<file path="config.mk">
export PLATFORM = sky130hd
export DESIGN_NAME = store_buffer_lsu_flat
export DESIGN_NICKNAME = d
export VERILOG_FILES = /design/src/rtl/store_buffer_lsu_if.sv /design/src/rtl/store_buffer_lsu.sv /design/src/flat_wrapper.sv
export SDC_FILE = /design/constraint.sdc
export NUM_CORES = 1
export LEC_CHECK = 0
export BUFFER_PORTS_ARGS = -buffer_cell sky130_fd_sc_hd__buf_4
export CORE_MARGIN = 3
export CORE_UTILIZATION = 40
export DETAILED_ROUTE_END_ITERATION = 16
export GPL_TIMING_DRIVEN = 0
export PLACE_DENSITY = 0.68
export SLEW_MARGIN = 20
export SYNTH_ARGS = -nofsm -noshare
export SYNTH_HDL_FRONTEND = slang
export SYNTH_SLANG_ARGS = --single-unit
</file>
<file path="constraint.sdc">
create_clock -name clk_i -period 3.3 [get_ports clk_i]
set_input_delay 0.33 -clock clk_i [delete_from_list [all_inputs] [get_ports clk_i]]
set_output_delay 0.33 -clock clk_i [all_outputs]
set_load 0.05 [all_outputs]
</file>
<file path="src/rtl/store_buffer_lsu_if.sv">
// Datapath/memory-side bundle of the store-buffered load/store unit.
// The LSU takes the slave view; the datapath/memory environment takes the master view.
interface store_buffer_lsu_if #(
    parameter int unsigned Depth = 4
);
    localparam int unsigned CntW = $clog2(Depth) + 1;

    logic            st_valid;
    logic [15:0]     st_addr;
    logic [15:0]     st_data;
    logic            st_ready;
    logic            ld_valid;
    logic [15:0]     ld_addr;
    logic [15:0]     ld_data;
    logic            ld_stall;
    logic            buf_empty;
    logic [CntW-1:0] buf_count;
    logic [15:0]     mem_access_addr;
    logic [15:0]     mem_write_data;
    logic            mem_write_en;
    logic            mem_read;
    logic [15:0]     mem_read_data;

    modport master (
        output st_valid, st_addr, st_data, ld_valid, ld_addr, mem_read_data,
        input  st_ready, ld_data, ld_stall, buf_empty, buf_count,
        input  mem_access_addr, mem_write_data, mem_write_en, mem_read
    );

    modport slave (
        input  st_valid, st_addr, st_data, ld_valid, ld_addr, mem_read_data,
        output st_ready, ld_data, ld_stall, buf_empty, buf_count,
        output mem_access_addr, mem_write_data, mem_write_en, mem_read
    );
endinterface

</file>
<file path="src/rtl/store_buffer_lsu.sv">
// Store-buffered load/store front-end owning the single data-memory port.
// Loads win the port over draining stores and forward from the youngest matching queued store.
module store_buffer_lsu #(
    parameter int unsigned Depth       = 4,
    parameter int unsigned AddrCmpBits = 3
) (
    input logic               clk_i,
    input logic               reset_i,
    store_buffer_lsu_if.slave bus_io
);
    localparam int unsigned PtrW = $clog2(Depth);
    localparam int unsigned CntW = PtrW + 1;

    logic [15:0]      addr_q [Depth];
    logic [15:0]      data_q [Depth];
    logic [Depth-1:0] valid_q, valid_d;
    logic [PtrW-1:0]  head_q, head_d;
    logic [PtrW-1:0]  tail_q, tail_d;
    logic [CntW-1:0]  count_q, count_d;

    logic             full;
    logic             push;
    logic             pop;
    logic             drain_sel;
    logic             ld_sel;
    logic             stall;
    logic             fwd_hit;
    logic [15:0]      fwd_data;
    logic [PtrW-1:0]  fwd_idx;

    assign full = (count_q == CntW'(Depth));

    // Port arbitration: a full buffer drains even under a load so the pipeline cannot deadlock.
    always_comb begin
        stall     = 1'b0;
        ld_sel    = 1'b0;
        drain_sel = 1'b0;
        if (full && bus_io.ld_valid) begin
            stall     = 1'b1;
            drain_sel = 1'b1;
        end else if (bus_io.ld_valid) begin
            ld_sel = 1'b1;
        end else if (count_q != '0) begin
            drain_sel = 1'b1;
        end
    end

    // A reset edge must not commit the head entry to memory.
    assign pop  = drain_sel && !reset_i;
    assign push = bus_io.st_valid && !full;

    always_comb begin
        head_d  = head_q;
        tail_d  = tail_q;
        valid_d = valid_q;
        if (pop) begin
            valid_d[head_q] = 1'b0;
            head_d          = head_q + 1'b1;
        end
        if (push) begin
            valid_d[tail_q] = 1'b1;
            tail_d          = tail_q + 1'b1;
        end
        count_d = count_q + CntW'(push) - CntW'(pop);
    end

    always_ff @(posedge clk_i) begin
        if (reset_i) begin
            head_q  <= '0;
            tail_q  <= '0;
            count_q <= '0;
            valid_q <= '0;
        end else begin
            head_q  <= head_d;
            tail_q  <= tail_d;
            count_q <= count_d;
            valid_q <= valid_d;
        end
    end

    always_ff @(posedge clk_i) begin
        if (push && !reset_i) begin
            addr_q[tail_q] <= bus_io.st_addr;
            data_q[tail_q] <= bus_io.st_data;
        end
    end

    // Walk oldest to youngest so the last hit is the youngest matching store.
    always_comb begin
        fwd_hit  = 1'b0;
        fwd_data = '0;
        fwd_idx  = head_q;
        for (int unsigned k = 0; k < Depth; k++) begin
            fwd_idx = head_q + PtrW'(k);
            if (valid_q[fwd_idx] &&
                (addr_q[fwd_idx][AddrCmpBits-1:0] == bus_io.ld_addr[AddrCmpBits-1:0])) begin
                fwd_hit  = 1'b1;
                fwd_data = data_q[fwd_idx];
            end
        end
    end

    always_comb begin
        bus_io.mem_read        = ld_sel;
        bus_io.mem_write_en    = pop;
        bus_io.mem_access_addr = '0;
        bus_io.mem_write_data  = '0;
        bus_io.ld_data         = '0;
        if (drain_sel) begin
            bus_io.mem_access_addr = addr_q[head_q];
            bus_io.mem_write_data  = data_q[head_q];
        end else if (ld_sel) begin
            bus_io.mem_access_addr = bus_io.ld_addr;
        end
        if (ld_sel) begin
            bus_io.ld_data = fwd_hit ? fwd_data : bus_io.mem_read_data;
        end
    end

    assign bus_io.ld_stall  = stall;
    assign bus_io.st_ready  = !full;
    assign bus_io.buf_empty = (count_q == '0);
    assign bus_io.buf_count = count_q;

endmodule

</file>
<file path="src/flat_wrapper.sv">
// flat-port wrapper written by rule: the top's interface ports become plain ports
module store_buffer_lsu_flat 
#(
    parameter int unsigned Depth       = 4,
    parameter int unsigned AddrCmpBits = 3
)
  (clk_i, reset_i, bus_io_st_valid, bus_io_st_addr, bus_io_st_data, bus_io_ld_valid, bus_io_ld_addr, bus_io_mem_read_data, bus_io_st_ready, bus_io_ld_data, bus_io_ld_stall, bus_io_buf_empty, bus_io_buf_count, bus_io_mem_access_addr, bus_io_mem_write_data, bus_io_mem_write_en, bus_io_mem_read);
  store_buffer_lsu_if #(.Depth(Depth)) bus_io_i ();
  input logic clk_i;
  input logic reset_i;
  input wire logic [$bits(bus_io_i.st_valid)-1:0] bus_io_st_valid;
  input wire logic [$bits(bus_io_i.st_addr)-1:0] bus_io_st_addr;
  input wire logic [$bits(bus_io_i.st_data)-1:0] bus_io_st_data;
  input wire logic [$bits(bus_io_i.ld_valid)-1:0] bus_io_ld_valid;
  input wire logic [$bits(bus_io_i.ld_addr)-1:0] bus_io_ld_addr;
  input wire logic [$bits(bus_io_i.mem_read_data)-1:0] bus_io_mem_read_data;
  output wire logic [$bits(bus_io_i.st_ready)-1:0] bus_io_st_ready;
  output wire logic [$bits(bus_io_i.ld_data)-1:0] bus_io_ld_data;
  output wire logic [$bits(bus_io_i.ld_stall)-1:0] bus_io_ld_stall;
  output wire logic [$bits(bus_io_i.buf_empty)-1:0] bus_io_buf_empty;
  output wire logic [$bits(bus_io_i.buf_count)-1:0] bus_io_buf_count;
  output wire logic [$bits(bus_io_i.mem_access_addr)-1:0] bus_io_mem_access_addr;
  output wire logic [$bits(bus_io_i.mem_write_data)-1:0] bus_io_mem_write_data;
  output wire logic [$bits(bus_io_i.mem_write_en)-1:0] bus_io_mem_write_en;
  output wire logic [$bits(bus_io_i.mem_read)-1:0] bus_io_mem_read;
  assign bus_io_i.st_valid = bus_io_st_valid;
  assign bus_io_i.st_addr = bus_io_st_addr;
  assign bus_io_i.st_data = bus_io_st_data;
  assign bus_io_i.ld_valid = bus_io_ld_valid;
  assign bus_io_i.ld_addr = bus_io_ld_addr;
  assign bus_io_i.mem_read_data = bus_io_mem_read_data;
  assign bus_io_st_ready = bus_io_i.st_ready;
  assign bus_io_ld_data = bus_io_i.ld_data;
  assign bus_io_ld_stall = bus_io_i.ld_stall;
  assign bus_io_buf_empty = bus_io_i.buf_empty;
  assign bus_io_buf_count = bus_io_i.buf_count;
  assign bus_io_mem_access_addr = bus_io_i.mem_access_addr;
  assign bus_io_mem_write_data = bus_io_i.mem_write_data;
  assign bus_io_mem_write_en = bus_io_i.mem_write_en;
  assign bus_io_mem_read = bus_io_i.mem_read;
  store_buffer_lsu #(.Depth(Depth), .AddrCmpBits(AddrCmpBits)) u_core (.clk_i(clk_i), .reset_i(reset_i), .bus_io(bus_io_i));
endmodule
</file>
After elaboration in Yosys (flattened, before gate mapping). Memories as Yosys holds them, arrays and structs flattened. A register that Yosys moved wholly into a read port is not among the register bits. Cells that the tools add are included.

Add/subtract/negate cells: 6. $lt $le $gt $ge: 7. Eq/ne operators: 5. Muxes and demuxes: 39. Bitwise logic cells: 3. Reduce and logical (&&, ||, !) cells: 14.

Operators with widths (count): 16-bit 2-to-1 mux (9); 1-bit 2-to-1 mux (18); 2-bit by 3-bit less-than comparator with 1-bit output (second input constant) (5); 3-bit equality test (4); 1-bit logical AND (10); 1-bit binary-select mux with 2-bit select (4); 2-bit 2-to-1 mux (4); 4-bit 2-to-1 mux (2); 2-bit by 1-bit adder with 2-bit output (second input constant) (2); 2-bit adder (second input constant) (2); 4-bit AND (1); 1-bit demux with 2-bit select (2); 2-bit by 1-bit >= comparator with 1-bit output (second input constant) (2); 4-bit NOT (1); 4-bit bitwise OR (1); 3-bit by 1-bit adder with 3-bit output (1); 3-bit equality test (second input constant) (1); 3-bit logical NOT (1); 3-bit nonzero test (1); 3-bit by 1-bit subtractor with 3-bit output (1); 1-bit logical NOT (2).

Register bits: 11. RAM bits: 128. Input bits: 68. Output and inout port bits: 56. Word-level logic and storage cells: 80. Memories kept: 2.

Memories: u_core.addr_q (words 4, bits a word 16, read ports 4, clocked after Yosys merged registers in 1, wr ports 1, line store_buffer_lsu.sv:14) `logic [15:0] addr_q [Depth];`; u_core.data_q (words 4, bits a word 16, read ports 4, clocked after Yosys merged registers in 1, wr ports 1, line store_buffer_lsu.sv:15) `logic [15:0] data_q [Depth];`.

Logic depth before layout (Yosys ltp).
Depth after elaboration: 9. Gate-level depth with buffers: 12. Mapped depth without buffers: 11.

Worst setup path after synthesis. OpenSTA, ideal clock, no wires.

Path type: register to output. From: register u_core.head_q[1]. To: output port bus_io_ld_data[12]. Data arrival time: 3596 ps. Data required time: 2970 ps. Setup slack: -626 ps. Cell stages (with the launch flop): 11. Buffers on the path: 2. Cells stage by stage: dfxtp_1 > buf_1 > inv_1 > ha_1 > mux4_2 > xor2_1 > clkbuf_1 > nor2_1 > o21ai_0 > o311ai_0 > a211oi_1.

Longest elaborated chain between the ends: 9. Elaborated cells between the ends (all ways): 30. Classes of those cells: add/sub (3); eq/ne (3); mux (18); reduce/logical (4); memory (2).

RTL lines: start, declared (line store_buffer_lsu.sv:17) `logic [PtrW-1:0] head_q, head_d;`; start signal, assigned (line store_buffer_lsu.sv:69) `head_q <= '0;`; start signal, assigned (line store_buffer_lsu.sv:74) `head_q <= head_d;`; 2-bit by 1-bit adder with 2-bit output or 1-bit binary-select mux with 2-bit select (tied branches) (line store_buffer_lsu.sv:94, store_buffer_lsu.sv:95); memory 4 x 16 bit, or another cell as far along; 3-bit equality test, or another cell as far along (line store_buffer_lsu.sv:96) `(addr_q[fwd_idx][AddrCmpBits-1:0] == bus_io.ld_addr[AddrCmpBits-1:0])) begin`; 1-bit logical AND, or another cell as far along (line store_buffer_lsu.sv:95) `if (valid_q[fwd_idx] &&`; 16-bit 2-to-1 mux or 1-bit 2-to-1 mux (tied branches) (3 in series) (line store_buffer_lsu.sv:95); 16-bit 2-to-1 mux * (line store_buffer_lsu.sv:116) `bus_io.ld_data = fwd_hit ? fwd_data : bus_io.mem_read_data;`; 16-bit 2-to-1 mux * (line store_buffer_lsu.sv:115) `if (ld_sel) begin`; end, declared (line flat_wrapper.sv:18) `output wire logic [$bits(bus_io_i.ld_data)-1:0] bus_io_ld_data;`.

Every way passes the cells marked *; elsewhere a longest branch is shown, timed or not. The select of a mux whose other input is x is not followed.

Worst setup path after layout.
From: register u_core.head_q[0]. To: output port bus_io_ld_data[1].

Elaborated cells between the ends (all ways): 30. Classes of those cells: add/sub (3); eq/ne (3); mux (18); reduce/logical (4); memory (2).

RTL lines: 2-bit adder * (line store_buffer_lsu.sv:94) `fwd_idx = head_q + PtrW'(k);`; net u_core.fwd_idx[0] (line store_buffer_lsu.sv:29) `logic [PtrW-1:0] fwd_idx;`; memory 4 x 16 bit or 1-bit binary-select mux with 2-bit select (tied branches); 3-bit equality test or 1-bit 2-to-1 mux (tied branches) (line store_buffer_lsu.sv:96, store_buffer_lsu.sv:95); 1-bit logical AND (line store_buffer_lsu.sv:95); 16-bit 2-to-1 mux or 1-bit 2-to-1 mux (tied branches) (line store_buffer_lsu.sv:95); 16-bit 2-to-1 mux * (line store_buffer_lsu.sv:116); 16-bit 2-to-1 mux * (line store_buffer_lsu.sv:115).

Mark *: on every way through the listed nets, which the timed path passes. The rest lies on a longest branch. The select of a mux whose other input is x is not followed.

==> results.sh <==
export IMPL_outcome="complete, no violations"
export IMPL_critPathMaxFanout=10
export IMPL_p_per_area_nw_per_um2=822.1
export IMPL_cts_root_buffer="clkbuf_16"
export IMPL_n_fill_cell=1584
export IMPL_avgSynthCellArea_um2=15.52
export IMPL_grt_total_usage_pct=20.48
export IMPL_max_freq_mhz=305.1
export IMPL_worst_path_max_delay_cell="dfxtp_4"
export IMPL_dp_final_hpwl_um=15220
export IMPL_max_cap_viol_count=0
export IMPL_yosys_area_top_type="edfxtp_1"
export IMPL_rsz0062_at_grt="yes"
export IMPL_skew_ns=0.01750
export IMPL_drt_wirelength_per_cell_um=23.39
export IMPL_cts_buffers=17
export IMPL_die_w_um=148.5
export IMPL_antenna_found_initial=1
export IMPL_critPathLaunchType="flop"
export IMPL_pre_cts_ws_ns=-0.9572
export IMPL_avgViaCountPerCell=5.925
export IMPL_clk_latency_ns=0.43
export IMPL_cts_buffer_depth=2
export IMPL_syn_nets=602
export IMPL_ys_async_sr_fraction_pct=0
export IMPL_reg2regPathDepth=12
export IMPL_ant_nets=0
export IMPL_hold_viol=0
export IMPL_finalPower_mw=8.762
export IMPL_synth_compound_area_share_pct=7.135
export IMPL_synth_xor_area_share_pct=2.481
export IMPL_critical_path_required_ns=2.97
export IMPL_crit_type="flop to output port"
export IMPL_start_util_pct=41.18
export IMPL_synth_top_family_by_area="multiplexers"
export IMPL_fin_cells=958
export IMPL_rows=51
export IMPL_cts_tree="yes"
export IMPL_critPathTopFamily="compound AO/OA/AOI/OAI gates"
export IMPL_drt_iter0_drc=532
export IMPL_area_delta_synth_final_pct=31.27
export IMPL_ys_warn_count=0
export IMPL_grt_max_degree=25
export IMPL_slew_limit_headroom_pct=44.89
export IMPL_drt_drc_violations_left=0
export IMPL_firstDrtPassIters=5
export IMPL_grt_pass1_wl_um=33810
export IMPL_cts_sinks=141
export IMPL_synth_commonest_cells="edfxtp_1 (128), mux4_2 (83), inv_1 (27), nor2_1 (27), and2_1 (24)"
export IMPL_drive_above_1_share_pct=52.17
export IMPL_synth_mux_area_share_pct=26.94
export IMPL_multi_input_area_um2=4023
export IMPL_fin_nets=758
export IMPL_htree_levels=4
export IMPL_cp_end_kind="output port"
export IMPL_netlist_area_leader_share_pct=47.34
export IMPL_first_global_vias=5949
export IMPL_wl_um=22410
export IMPL_clk_pin_slew_worst_paths_ns=0.06
export IMPL_synth_cell_types=43
export IMPL_ir_worst_vdd_mv=0.8332
export IMPL_ys_seq_elements=141
export IMPL_synth_simple_area_share_pct=6.935
export IMPL_synthAdderAreaFrac_pct=1.788
export IMPL_synth_yosys_seq_area_share_pct=50.55
export IMPL_dpl_instance_area_um2=9525
export IMPL_final_cell_area_um2=10660
export IMPL_slew_violations=0
export IMPL_synth_edf_count=128
export IMPL_holdPathStages=1
export IMPL_min_period_over_period_pct=99.31
export IMPL_ioPinCount=124
export IMPL_die_y_um=148.5
export IMPL_reg2reg_slack_ns=0.40
export IMPL_cp_depth=10
export IMPL_fin_ws_ns=0.02271
export IMPL_grt_remaining_overflow=0
export IMPL_place_gp_congestion=0.8433
export IMPL_cellLeakagePower_nw=3.781
export IMPL_synth_area_leaders="edfxtp_1 (47%), mux4_2 (23%), dfxtp_1 (3.2%)"
export IMPL_syn_area_um2=8119
export IMPL_synth_top_flop_cell="edfxtp_1"
export IMPL_setup_viol=0
export IMPL_postCtsHoldBufs=0
export IMPL_tightest_slew_ns=0.8267
export IMPL_dp_cells=912
export IMPL_crit_arrival_ns=2.95
export IMPL_via_count=5676
export IMPL_numPortBuffers=120
export IMPL_crit_buf_inv=4
export IMPL_synth_cells=523
export IMPL_max_stage_delay_ns=0.37
export IMPL_min_period_ns=3.277
export IMPL_finalHoldWorstSlack_ns=0.09886
export IMPL_placeableCoreArea_um2=19720
export IMPL_synth_most_common_cell="edfxtp_1"
export IMPL_seqCellArea_um2=4111
export IMPL_hold_path_class="input port to flop"
export IMPL_worstPathCellList="buf_8, inv_6, ha_4, mux4_2, xor2_4, o21ba_4, buf_12, o311ai_1, a211oi_2, buf_6"
export IMPL_die_area_um2=22040
[power by group]
part | switching [mW] | internal, mW | leakage (nW)
logic | 2.71 | 1.92 | 2.22
registers | 0.103 | 2.10 | 1.27
clock network | 0.730 | 1.19 | 0.290
[cells by family (layout without fill, tap and decap cells)]
| family | Yosys count | after routing |
|---|---|---|
| AOI/OAI and AO/OA | 76 | 76 |
| xor gates and xnor gates | 23 | 23 |
| adders and majority gates | 11 | 11 |
| buffers and inverters | 73 | 242 |
| DFF | 141 | 141 |
| muxes | 109 | 109 |
| other | 0 | 1 |
| and+or+nand+nor | 90 | 90 |
[sequential cells by signal, summed over array words and instances, names as in the netlist, named ones only]
signal	count
u_core.head_q	2
u_core.valid_q	4
u_core.addr_q	64
u_core.data_q	64
u_core.bus_io.buf_count	3
u_core.tail_q	2
[worst paths after layout]
kind	start	endpoint
min reg2reg	u_core.tail_q[1]$_SDFFE_PP0P_	u_core.tail_q[1]$_SDFFE_PP0P_
min	bus_io_st_data[15]	u_core.data_q[0][15]$_DFFE_PP_
max	u_core.head_q[0]$_SDFFE_PP0P_	bus_io_ld_data[1]
max reg2reg	u_core.bus_io.buf_count[1]$_SDFF_PP0_	u_core.bus_io.buf_count[2]$_SDFF_PP0_
[layout make-up]
type                            count  area share [%]
Sequential cell                   141           38.58
Clock buffer                       18           4.027
Inverter                           27          0.9979
Multi-Input combinational cell    309           37.74
Buffer                             45           3.088
Antenna cell                        1         0.02348
Timing Repair Buffer              138           10.85
Tap cell                          265           3.111
Clock inverter                     14           1.585
[through the flow]
stage	util (%)	TNS, ns
3_3_place_gp	47.88	-12.48
2_1_floorplan	-	-0.01365
6_report	54.05	0
3_5_place_dp	48.31	-13.76
4_1_cts	52.97	-0.005664
5_1_grt	54.05	-0.1379
[per-layer routing]
layer	part of all wire (%)	global-route usage, %	up-vias
met5	0	0	-
met2	51	34.51	315
met1	39	26.25	2902
li1	-	-	2435
met3	9.1	5.637	24
met4	1.1	5.589	0
[cells in the final DEF (no fill, tap or decap), types with 14 or more instances in the layout]
| master | count |
|---|---|
| a22o_1 | 16 |
| a211oi_2 | 15 |
| o21ai_0 | 16 |
| clkbuf_16 | 17 |
| inv_1 | 25 |
| and2_1 | 20 |
| buf_6 | 14 |
| edfxtp_1 | 128 |
| mux4_2 | 83 |
| buf_4 | 127 |
| nor2_1 | 27 |
| clkbuf_1 | 14 |
[timing repair]
| item | in CTS | in global routing |
|---|---|---|
| buffers inserted | 10 | 3 |
| setup endpoints to repair | 28 | 16 |
| pin swaps | 7 | 9 |
| resized for setup | 57 | 47 |
| cloned | 1 | 0 |
Note: power is estimated with default switching activity, not from simulation.
